File: src/rtl/sd1001_pkg.sv
// Shared types and defaults for the 1001 stream controller and its detector.
package sd1001_pkg;

  localparam int DEF_W     = 8;
  localparam int DEF_CNT_W = 4;

  typedef enum logic [2:0] {
    IDLE  = 3'd0,
    CLR   = 3'd1,
    SHIFT = 3'd2,
    DRAIN = 3'd3,
    RESP  = 3'd4
  } state_e;

  typedef logic req_id_t;

  function automatic req_id_t other_id(input req_id_t id);
    return ~id;
  endfunction

endpackage

File: src/rtl/sd1001_moore.sv
// Serial Moore detector for the pattern 1001; out is high in the state entered
// right after the final 1, so overlapping matches are recognised.
module sd1001_moore (
  input  logic clk,
  input  logic reset,
  input  logic in,
  output logic out
);

  localparam logic [2:0] S_NONE = 3'd0;
  localparam logic [2:0] S_1    = 3'd1;
  localparam logic [2:0] S_10   = 3'd2;
  localparam logic [2:0] S_100  = 3'd3;
  localparam logic [2:0] S_1001 = 3'd4;

  logic [2:0] state_reg;
  logic [2:0] state_next;

  always_comb begin
    state_next = S_NONE;
    case (state_reg)
      S_NONE: state_next = in ? S_1 : S_NONE;
      S_1:    state_next = in ? S_1 : S_10;
      S_10:   state_next = in ? S_1 : S_100;
      S_100:  state_next = in ? S_1001 : S_NONE;
      // The trailing 1 of a match is the leading 1 of the next one.
      S_1001: state_next = in ? S_1 : S_10;
      default: state_next = S_NONE;
    endcase
  end

  always_ff @(posedge clk) begin
    if (reset) begin
      state_reg <= S_NONE;
    end else begin
      state_reg <= state_next;
    end
  end

  assign out = (state_reg == S_1001);

endmodule

File: src/rtl/sd1001_stream_ctrl.sv
// Round-robin front end that feeds two requesters' words through one shared
// 1001 detector and returns the overlapping match count per word.
module sd1001_stream_ctrl
  import sd1001_pkg::*;
#(
  parameter int W     = DEF_W,
  parameter int CNT_W = DEF_CNT_W
) (
  input  logic             clk,
  input  logic             reset,
  input  logic [1:0]       req_valid,
  input  logic [2*W-1:0]   req_data,
  output logic [1:0]       req_ready,
  output logic             resp_valid,
  output logic             resp_id,
  output logic [CNT_W-1:0] resp_count,
  input  logic             resp_ready,
  output logic             busy
);

  localparam int IDX_W = $clog2(W);
  localparam logic [IDX_W-1:0] IDX_TOP = IDX_W'(W - 1);
  localparam logic [CNT_W-1:0] CNT_MAX = {CNT_W{1'b1}};

  state_e           state_reg;
  state_e           state_next;
  req_id_t          ptr_reg;
  req_id_t          resp_id_reg;
  logic [W-1:0]     word_reg;
  logic [IDX_W-1:0] idx_reg;
  logic [CNT_W-1:0] count_reg;

  logic             grant_valid;
  req_id_t          grant_id;
  logic [W-1:0]     grant_word;
  logic             det_clr;
  logic             det_rst;
  logic             det_in;
  logic             det_out;
  logic             count_hit;

  // Pointer holder wins when valid, otherwise the other requester.
  always_comb begin
    grant_valid = 1'b0;
    grant_id    = ptr_reg;
    if (req_valid[ptr_reg]) begin
      grant_valid = 1'b1;
      grant_id    = ptr_reg;
    end else if (req_valid[other_id(ptr_reg)]) begin
      grant_valid = 1'b1;
      grant_id    = other_id(ptr_reg);
    end
  end

  assign grant_word = grant_id ? req_data[W +: W] : req_data[0 +: W];

  always_comb begin
    req_ready = 2'b00;
    if (state_reg == IDLE && grant_valid && !reset) begin
      req_ready[grant_id] = 1'b1;
    end
  end

  always_comb begin
    state_next = state_reg;
    case (state_reg)
      IDLE:    if (grant_valid) state_next = CLR;
      CLR:     state_next = SHIFT;
      SHIFT:   if (idx_reg == '0) state_next = DRAIN;
      DRAIN:   state_next = RESP;
      RESP:    if (resp_ready) state_next = IDLE;
      default: state_next = IDLE;
    endcase
  end

  // det_out lags det_in by one edge: skip the first SHIFT cycle, pick up the
  // last bit's result in DRAIN.
  assign count_hit = det_out &&
                     ((state_reg == SHIFT && idx_reg != IDX_TOP) || state_reg == DRAIN);

  always_ff @(posedge clk) begin
    if (reset) begin
      state_reg   <= IDLE;
      ptr_reg     <= 1'b0;
      resp_id_reg <= 1'b0;
      word_reg    <= '0;
      idx_reg     <= '0;
      count_reg   <= '0;
    end else begin
      state_reg <= state_next;
      case (state_reg)
        IDLE: begin
          if (grant_valid) begin
            word_reg    <= grant_word;
            resp_id_reg <= grant_id;
            count_reg   <= '0;
          end
        end
        CLR: idx_reg <= IDX_TOP;
        SHIFT: if (idx_reg != '0) idx_reg <= idx_reg - 1'b1;
        RESP: if (resp_ready) ptr_reg <= other_id(resp_id_reg);
        default: ;
      endcase
      if (count_hit && count_reg != CNT_MAX) begin
        count_reg <= count_reg + CNT_W'(1);
      end
    end
  end

  assign det_clr = (state_reg == CLR);
  assign det_rst = reset | det_clr;
  assign det_in  = (state_reg == SHIFT) ? word_reg[idx_reg] : 1'b0;

  sd1001_moore u_det (
    .clk   (clk),
    .reset (det_rst),
    .in    (det_in),
    .out   (det_out)
  );

  assign resp_valid = (state_reg == RESP);
  assign resp_id    = resp_id_reg;
  assign resp_count = count_reg;
  assign busy       = (state_reg != IDLE);

endmodule
File: config.mk
export PLATFORM = sky130hd
export DESIGN_NAME = sd1001_stream_ctrl
export DESIGN_NICKNAME = d
export VERILOG_FILES = /design/src/rtl/sd1001_pkg.sv /design/src/rtl/sd1001_moore.sv /design/src/rtl/sd1001_stream_ctrl.sv
export SDC_FILE = /design/constraint.sdc
export NUM_CORES = 1
export LEC_CHECK = 0
export CORE_MARGIN = 1.5
export CORE_UTILIZATION = 45
export CTS_CLUSTER_DIAMETER = 150
export DETAILED_ROUTE_END_ITERATION = 12
export PLACE_DENSITY = 0.8
export SLEW_MARGIN = 25
export SYNTH_ARGS = -nofsm -noshare
export SYNTH_HDL_FRONTEND = slang
export SYNTH_SLANG_ARGS = --single-unit
File: constraint.sdc
create_clock -name clk -period 2.95 [get_ports clk]
set_input_delay 0.59 -clock clk [delete_from_list [all_inputs] [get_ports clk]]
set_output_delay 0.59 -clock clk [all_outputs]
set_load 0.01 [all_outputs]
# ---- Word-level counts from Yosys, hierarchy flattened
# Cells that the tools add are included.
dict set report totals {
  ram_bits 0
  romBits 0
  in_bits 21
  output_inout_bits 9
  latchBits 0
  regBits 23
  memories 0
}
dict set report op_classes {
  muxes 29
  addsub 2
  bitwise 3
  n_eq_ne 14
  div 0
  multipliers 0
  magnitude_cmp 5
  shift 0
  n_reduce_logical 22
}
# operator n
set op_table {}
lappend op_table {{2-to-1 mux 3 bit} 5}
lappend op_table {{case mux 3 bit (5 select lines)} 1}
lappend op_table {{equality test 3 x 2 -> 1 bit (second input constant)} 4}
lappend op_table {{2-to-1 mux 1 bit} 12}
lappend op_table {{2-to-1 mux 4 bit} 3}
lappend op_table {{case mux 3 bit (4 select lines)} 1}
lappend op_table {{zero test 3 bit} 3}
lappend op_table {{2-to-1 mux 8 bit} 1}
lappend op_table {{AND reduction 2 bit} 4}
lappend op_table {{equality test 3 x 1 -> 1 bit (second input constant)} 2}
lappend op_table {{equality test 3 bit (second input constant)} 2}
lappend op_table {{logical AND 1 bit} 6}
lappend op_table {{< comparator 1 x 2 -> 1 bit (second input constant)} 3}
lappend op_table {{2-to-1 mux 2 bit} 3}
lappend op_table {{case mux 3 bit (2 select lines)} 1}
lappend op_table {{nonzero test 2 bit} 3}
lappend op_table {{nonzero test 3 bit} 2}
lappend op_table {{adder 4 x 1 -> 4 bit (second input constant)} 1}
lappend op_table {{< comparator 3 x 4 -> 1 bit (second input constant)} 1}
lappend op_table {{!= test 2 x 1 -> 1 bit (second input constant)} 2}
lappend op_table {{!= test 2 bit (second input constant)} 2}
lappend op_table {{!= test 4 bit (second input constant)} 1}
lappend op_table {{binary-select mux 1 bit (select 3 bit)} 1}
lappend op_table {{!= test 3 bit (second input constant)} 1}
lappend op_table {{9 further kinds} 10}

# ---- Logic depth before layout (Yosys ltp)
# Gate-level depths: netlist of run 1.
dict set report depth {
  depth_word 10
  mapped_depth 6
  depth_no_buf 5
}

# ---- Cells and area by module
# Synthesis of run 1 repeated with hierarchy kept, for this count alone.
dict set report unflattened {
  hier_cells 138
  area_unflattened_um2 1258.7
}
# module cells_each seq_area_each_um2 instances area_each_um2
set by_module_without_submodules {}
lappend by_module_without_submodules {sd1001_stream_ctrl 124 400.4 1 1132.3}
lappend by_module_without_submodules {sd1001_moore 14 60.1 1 126.4}

# ---- Least setup slack after synthesis of run 1
# Ideal clock, no wire load.
dict set report synth_timing {
  kind {input-to-output}
  from {input req_valid[0]}
  to {output req_ready[0]}
  path_buffers 1
  stages 4
  path_slack_ns 0.934
  t_arrival_ns 1.426
  cell_sequence {inv_1 -> maj3_1 -> buf_2 -> nor3_2}
}
dict set report synth_between {
  elab_chain_cells 9
}
# item line
set synth_rtl {}
lappend synth_rtl {{from (decl)} sd1001_stream_ctrl.sv:11} ;# input logic [1:0] req_valid,
lappend synth_rtl {{2-to-1 mux 1 bit (implied by the code) (2 in series)} sd1001_stream_ctrl.sv:49} ;# end else if (req_valid[other_id(ptr_reg)]) begin
lappend synth_rtl {{2-to-1 mux 1 bit} sd1001_stream_ctrl.sv:49}
lappend synth_rtl {{2-to-1 mux 1 bit} sd1001_stream_ctrl.sv:46} ;# if (req_valid[ptr_reg]) begin
lappend synth_rtl {{< comparator 1 x 2 -> 1 bit (implied by the code) / >= comparator 1 bit (equally long branches)} sd1001_stream_ctrl.sv:60} ;# req_ready[grant_id] = 1'b1;
lappend synth_rtl {{logical AND 1 bit (implied by the code)} sd1001_stream_ctrl.sv:60}
lappend synth_rtl {{2-to-1 mux 1 bit (implied by the code)} sd1001_stream_ctrl.sv:60}
lappend synth_rtl {{demux 1 bit (select 1 bit)} sd1001_stream_ctrl.sv:60}
lappend synth_rtl {{2-to-1 mux 2 bit (*)} sd1001_stream_ctrl.sv:59} ;# if (state_reg == IDLE && grant_valid && !reset) begin
lappend synth_rtl {{to (decl)} sd1001_stream_ctrl.sv:13} ;# output logic [1:0] req_ready,
# Every way passes the cells marked *; elsewhere a longest branch is shown, timed or not. The select of a mux whose other input is x is not followed.

# ---- Final worst setup path of run 1
# Ends and elaborated chain as after synthesis.

==> results.json, run 1 <==
{
  "status": "completed",
  "drt_wl_total_um": 2706,
  "worst-setup-path-type": "in -> out",
  "vdd_drop_max_uv": 315.4,
  "largest_reg_flops": 8,
  "setup-violations-final": 0,
  "yosysUniqueCellTypes": 44,
  "grt_max_degree": 18,
  "hold_viol_final": 0,
  "viasPerCell": 5.551,
  "drtPass1Iterations": 4,
  "hp-class": "reg -> reg",
  "cp-start-kind": "input port",
  "period_share": 0.9639,
  "clockBufferDepth": 2,
  "grt_pass1_wl_um": 4526,
  "async_flop_share": 0,
  "grt_pass1_vias": 1119,
  "syn_to_final_growth_pct": 25.79,
  "clk_latency_ns": 0.31,
  "cts_tree": "built",
  "cts-root-buf": "clkbuf_4",
  "fmax_ghz": 0.3517,
  "worst_pin_slew_ns": 0.7691,
  "avgSynthCellArea_um2": 9.097,
  "skew_ns": 0.009142,
  "grt_setup_unrepaired": "no",
  "hold_buffers": 0,
  "die_area_um2": 3244,
  "synth_edf_count": 0,
  "crit_fanout": 3,
  "cts_made_buffers": 3,
  "cts_max_level": 1,
  "clk_pin_slew_ns": 0.11,
  "fin_setup_tns_ns": 0,
  "grt.overflow.total": 0,
  "slowest_stage": "clkdlybuf4s50_1",
  "start_util": 0.4750,
  "path_cells": "clkdlybuf4s50_1 > inv_1 > maj3_1 > nor3_2 > clkdlybuf4s50_1",
  "cp.required_ns": 2.36,
  "cap_viol_max_count": 0,
  "numPortBuffers": 29,
  "coreArea_um2": 2758,
  "crit_path_end_kind": "output port",
  "syn_area_um2": 1310,
  "slew-limit-headroom": 0.4861,
  "clkSinkCount": 23,
  "synth_seq_area_share": 0.3515,
  "slowest_delay_ns": 0.55,
  "synth_cells": 144,
  "fin_total_pwr_uw": 805.0,
  "antenna_found_initial": 0,
  "ios": 30,
  "worst_slack_ns": 0.1065,
  "place_area_um2": 1622,
  "power_density_nw_per_um2": 488.5,
  "drtIter0Drc": 30,
  "post-route-min-period_ns": 2.844,
  "antenna_cells": 0,
  "routabilityCongestion": 0.8519,
  "nets": 200,
  "drt-wirelength-per-cell_um": 13.20,
  "fin_area_um2": 1648,
  "synth_fp_nets": 169,
  "hpwl_um": 2167,
  "drive_gt1_frac": 0.1322,
  "drc": 0,
  "via_count": 1138,
  "path_common_cell": "clkdlybuf4s50_1",
  "final_max_slew_viol_count": 0,
  "pre_cts_ws_ns": 0.1008,
  "synth_seq_cells": 23,
  "ctsResizeCount": 0,
  "yosys_warnings": 0,
  "dp_cells": 201,
  "synthFlopType": "dfxtp_1",
  "cts_setup_buffers": 0,
  "stdcell_count": 205,
  "drtAntennaViolNets": 0,
  "num_rows": 19,
  "critPathArrivalTime_ns": 2.25,
  "grt_use_total": 0.1735,
  "die_y_um": 56.96,
  "leakage_nw": 0.6164,
  "fp.dieW_um": 56.96
}
==> layout by cell type (no fill, tap or decap), types with 2 or more instances in the layout <==
cell type        instances
a211oi_1                 9
a21oi_1                  8
and2_1                   2
and3_1                   3
buf_4                    5
clkbuf_4                 3
clkdlybuf4s50_1         29
dfxtp_1                 23
ha_1                     4
inv_1                    7
mux2i_1                 10
nand2_1                  5
nand3_1                  5
nand4_1                  2
nor2_1                  18
nor2b_1                  2
nor3_1                   2
nor3b_1                  3
nor4_1                   2
nor4b_1                  3
o31a_1                   2
or2_2                    3
or3_1                    2
==> synth_stat cells, types with 2 or more instances <==
library cell,n,area share
or2_2,3,0.014
dfxtp_1,23,0.35
inv_1,7,0.020
a21oi_1,8,0.031
nor3_1,2,0.0076
mux2i_1,10,0.076
ha_1,4,0.038
nand3_1,5,0.019
nand4_1,2,0.0095
buf_6,3,0.026
buf_2,2,0.0076
clkbuf_1,3,0.0086
o31a_1,2,0.013
nor3b_1,3,0.017
and2_1,2,0.0095
nor2_1,18,0.052
or3_1,2,0.0095
nor2b_1,2,0.0095
nor4b_1,3,0.020
nand2_1,5,0.014
nor4_1,2,0.0095
a211oi_1,9,0.052
and3_1,3,0.014
==> critical path, delay by kind of cell <==
kind,cells,cell delay [ns]
fa+ha+maj,1,0.39
buf+inv,3,1.10
simple gates,1,0.17
==> power by group <==
| part | internal [mW] | leakage [nW] | switching, mW |
|---|---|---|---|
| clock network | 0.0529 | 0.0150 | 0.0926 |
| logic | 0.135 | 0.413 | 0.133 |
| registers | 0.350 | 0.189 | 0.0417 |
| total | 0.538 | 0.616 | 0.267 |
==> cell families after synthesis <==
family / count (synthesis) / synth area share
and+or+nand+nor: 61 / 0.2798
xor gates and xnor gates: 2 / 0.01337
AOI/OAI and AO/OA: 27 / 0.1624
muxes: 11 / 0.08501
adders and majority gates: 5 / 0.04585
buffers and inverters: 15 / 0.06208
DFF: 23 / 0.3515
==> metrics by stage <==
stage / hold WS [ns] / util
final: 0.4712 / 0.5976
after global routing: 0.5231 / 0.5976
after CTS: 0.4797 / 0.5976
after detailed placement: 0.4625 / 0.5880
after global placement: 0.4564 / 0.5880
after floorplan: 0.4390 / -
==> final timing paths <==
kind,from,endpoint,slack [ns],cells past startpoint
max,req_valid[0],req_ready[0],0.11,5
min,ptr_reg,ptr_reg,0.47,2
min reg2reg,ptr_reg,ptr_reg,0.47,2
max reg2reg,state_reg[2],resp_count[3],1.32,4
==> cell type report <==
type	instances	area (µm²)
Tap cell	31	38.79
Clock buffer	4	26.28
Timing Repair Buffer	34	327.8
Inverter	7	26.28
Sequential cell	23	460.4
Fill cell	245	1110
Multi-Input combinational cell	106	768.2
==> metal layers <==
layer	part of all wire	track usage	wire length, µm	up-vias
li1	-	-	-	579
met1	0.44	0.1926	1189	528
met2	0.50	0.3284	1359	28
met3	0.048	0.02721	130	3
met4	0.010	0.06645	27	0
met5	0	0	0	-
(Power assumes the default switching activity.)
==> run 2, diff against run 1 <==
--- a/config.mk
+++ b/config.mk
@@ -9,7 +9,7 @@
 export CORE_UTILIZATION = 45
 export CTS_CLUSTER_DIAMETER = 150
 export DETAILED_ROUTE_END_ITERATION = 12
-export PLACE_DENSITY = 0.8
+export PLACE_DENSITY = 0.73
 export SLEW_MARGIN = 25
 export SYNTH_ARGS = -nofsm -noshare
 export SYNTH_HDL_FRONTEND = slang
==> run 2 against run 1 <==
  * Critical path depth unchanged
  * Clock-buffer cell count decreased by 1
  * Sequential share of layout area about the same
  * Worst setup slack got worse by 0.0057 ns
  * Final area about the same
  * Worst hold slack got worse by 0.0014 ns
  * Clock power increased by 4%
  * Register-to-register slack about the same
  * Final cell count unchanged
  * Critical path type unchanged
  * Largest cell class unchanged
  * Largest power group unchanged
==> results.json, run 2 (same netlist as run 1, synthesis figures left out) <==
{
  "status": "completed",
  "power_density_nw_per_um2": 490.0,
  "hpwl_um": 2157,
  "fin_setup_tns_ns": 0,
  "drc": 0,
  "drive_gt1_frac": 0.1379,
  "worst-setup-path-type": "in -> out",
  "hp-class": "reg -> reg",
  "use_met1": 0.2221,
  "reg2reg_slack_ns": 1.32,
  "fin_area_um2": 1649,
  "grt_use_total": 0.1820,
  "cp-start-kind": "input port",
  "slowest_stage": "clkdlybuf4s50_1",
  "viasPerCell": 5.517,
  "crit_path_start": "req_valid[0]",
  "nets": 200,
  "path_common_cell": "clkdlybuf4s50_1",
  "final_cell_mix": "29 x clkdlybuf4s50_1, 23 x dfxtp_1, 18 x nor2_1, 10 x mux2i_1, 9 x a211oi_1",
  "vdd_drop_max_uv": 332.2,
  "via_count": 1131,
  "final_common_cell": "clkdlybuf4s50_1",
  "r2r_cells": 4,
  "ctsResizeCount": 0,
  "worst_pin_slew_ns": 0.6984,
  "grt_setup_unrepaired": "no",
  "use_met3": 0.02721,
  "start_util": 0.4750,
  "hold_viol_final": 0,
  "antenna_found_initial": 0,
  "period_share": 0.9658,
  "numPortBuffers": 29,
  "cts_made_buffers": 3,
  "r2r-end": "resp_count[3]",
  "drt_wl_total_um": 2674,
  "drtIter0Drc": 46,
  "ios": 30,
  "crit_fanout": 3,
  "slowest_delay_ns": 0.55,
  "num_rows": 19,
  "cts_tree": "built",
  "die_y_um": 56.96,
  "hold_buffers": 0,
  "drtPass1Iterations": 4,
  "holdPathEnd": "ptr_reg",
  "cts_max_level": 1,
  "cp.required_ns": 2.36,
  "fp.dieW_um": 56.96,
  "post-route-min-period_ns": 2.849,
  "antenna_cells": 0,
  "skew_ns": 0.001046,
  "cap_viol_max_count": 0,
  "routabilityCongestion": 0.8020,
  "hp-start": "ptr_reg",
  "drtAntennaViolNets": 0,
  "die_area_um2": 3244,
  "grt_max_degree": 18,
  "fin_total_pwr_uw": 808.1,
  "leakage_nw": 0.6191,
  "clk_pin_slew_ns": 0.13,
  "grt.overflow.total": 0,
  "largest_reg_flops": 8,
  "coreArea_um2": 2758,
  "drt-wirelength-per-cell_um": 13.04,
  "slew-limit-headroom": 0.5334,
  "place_area_um2": 1622,
  "final_max_slew_viol_count": 0,
  "fmax_ghz": 0.3510,
  "grt_pass1_vias": 1111,
  "grt_pass1_wl_um": 4795,
  "cts-root-buf": "clkbuf_4",
  "syn_to_final_growth_pct": 25.88,
  "crit_path_end_kind": "output port",
  "cts_setup_buffers": 0,
  "use_met2": 0.3366,
  "setup-violations-final": 0,
  "path_cells": "clkdlybuf4s50_1 > inv_1 > maj3_1 > nor3_2 > clkdlybuf4s50_1",
  "clkSinkCount": 23,
  "reg2reg_from": "state_reg[2]",
  "critPathArrivalTime_ns": 2.26,
  "busiest_layer": "met2",
  "clk_latency_ns": 0.31,
  "min_path_cells": 2,
  "nFillCells": 239,
  "clockBufferDepth": 2
}
-- run 2: per-layer routing --
metal / part of all wire / wire (µm)
met4: 0.0075 / 20
met2: 0.52 / 1384
met5: 0 / 0
met3: 0.031 / 82
met1: 0.44 / 1187
-- run 2: worst max path at each step --
| stage | endpoint | cells past startpoint |
|---|---|---|
| floorplan | req_ready[0] | 4 |
| global placement | req_ready[0] | 5 |
| detailed placement | req_ready[0] | 5 |
| CTS | req_ready[0] | 5 |
| global route | req_ready[0] | 5 |
| finish | req_ready[0] | 5 |
-- run 2: layout make-up --
class / instances / area [µm²] / area share
multi-input combinational: 106 / 768.2 / 0.4659
sequential: 23 / 460.4 / 0.2792
timing repair buffer: 34 / 327.8 / 0.1988
tap: 31 / 38.79 / 0.02352
inverter: 7 / 26.28 / 0.01593
clock buffer: 3 / 22.52 / 0.01366
clock inverter: 1 / 5.005 / 0.003035
-- run 2: report_power, final --
part           internal (mW)  switching, mW  total (mW)
clock                 0.0508         0.0998       0.151
combinational          0.135          0.131       0.266
sequential             0.350         0.0420       0.392
-- run 2: metrics by stage --
step | instances | hold slack [ns] | utilization | worst slack [ns]
floorplan | 144 | 0.4390 | - | 0.9343
global placement | 201 | 0.4528 | 0.5880 | 0.1194
detailed placement | 201 | 0.4608 | 0.5880 | 0.1010
CTS | 205 | 0.4788 | 0.5980 | 0.09756
global route | 205 | 0.5050 | 0.5980 | 0.01769
finish | 205 | 0.4699 | 0.5980 | 0.1008
-- run 2: worst max-delay path, delay by kind of cell --
family | cells | cell delay (ns)
buf+inv | 3 | 1.09
simple gates | 1 | 0.17
fa+ha+maj | 1 | 0.40
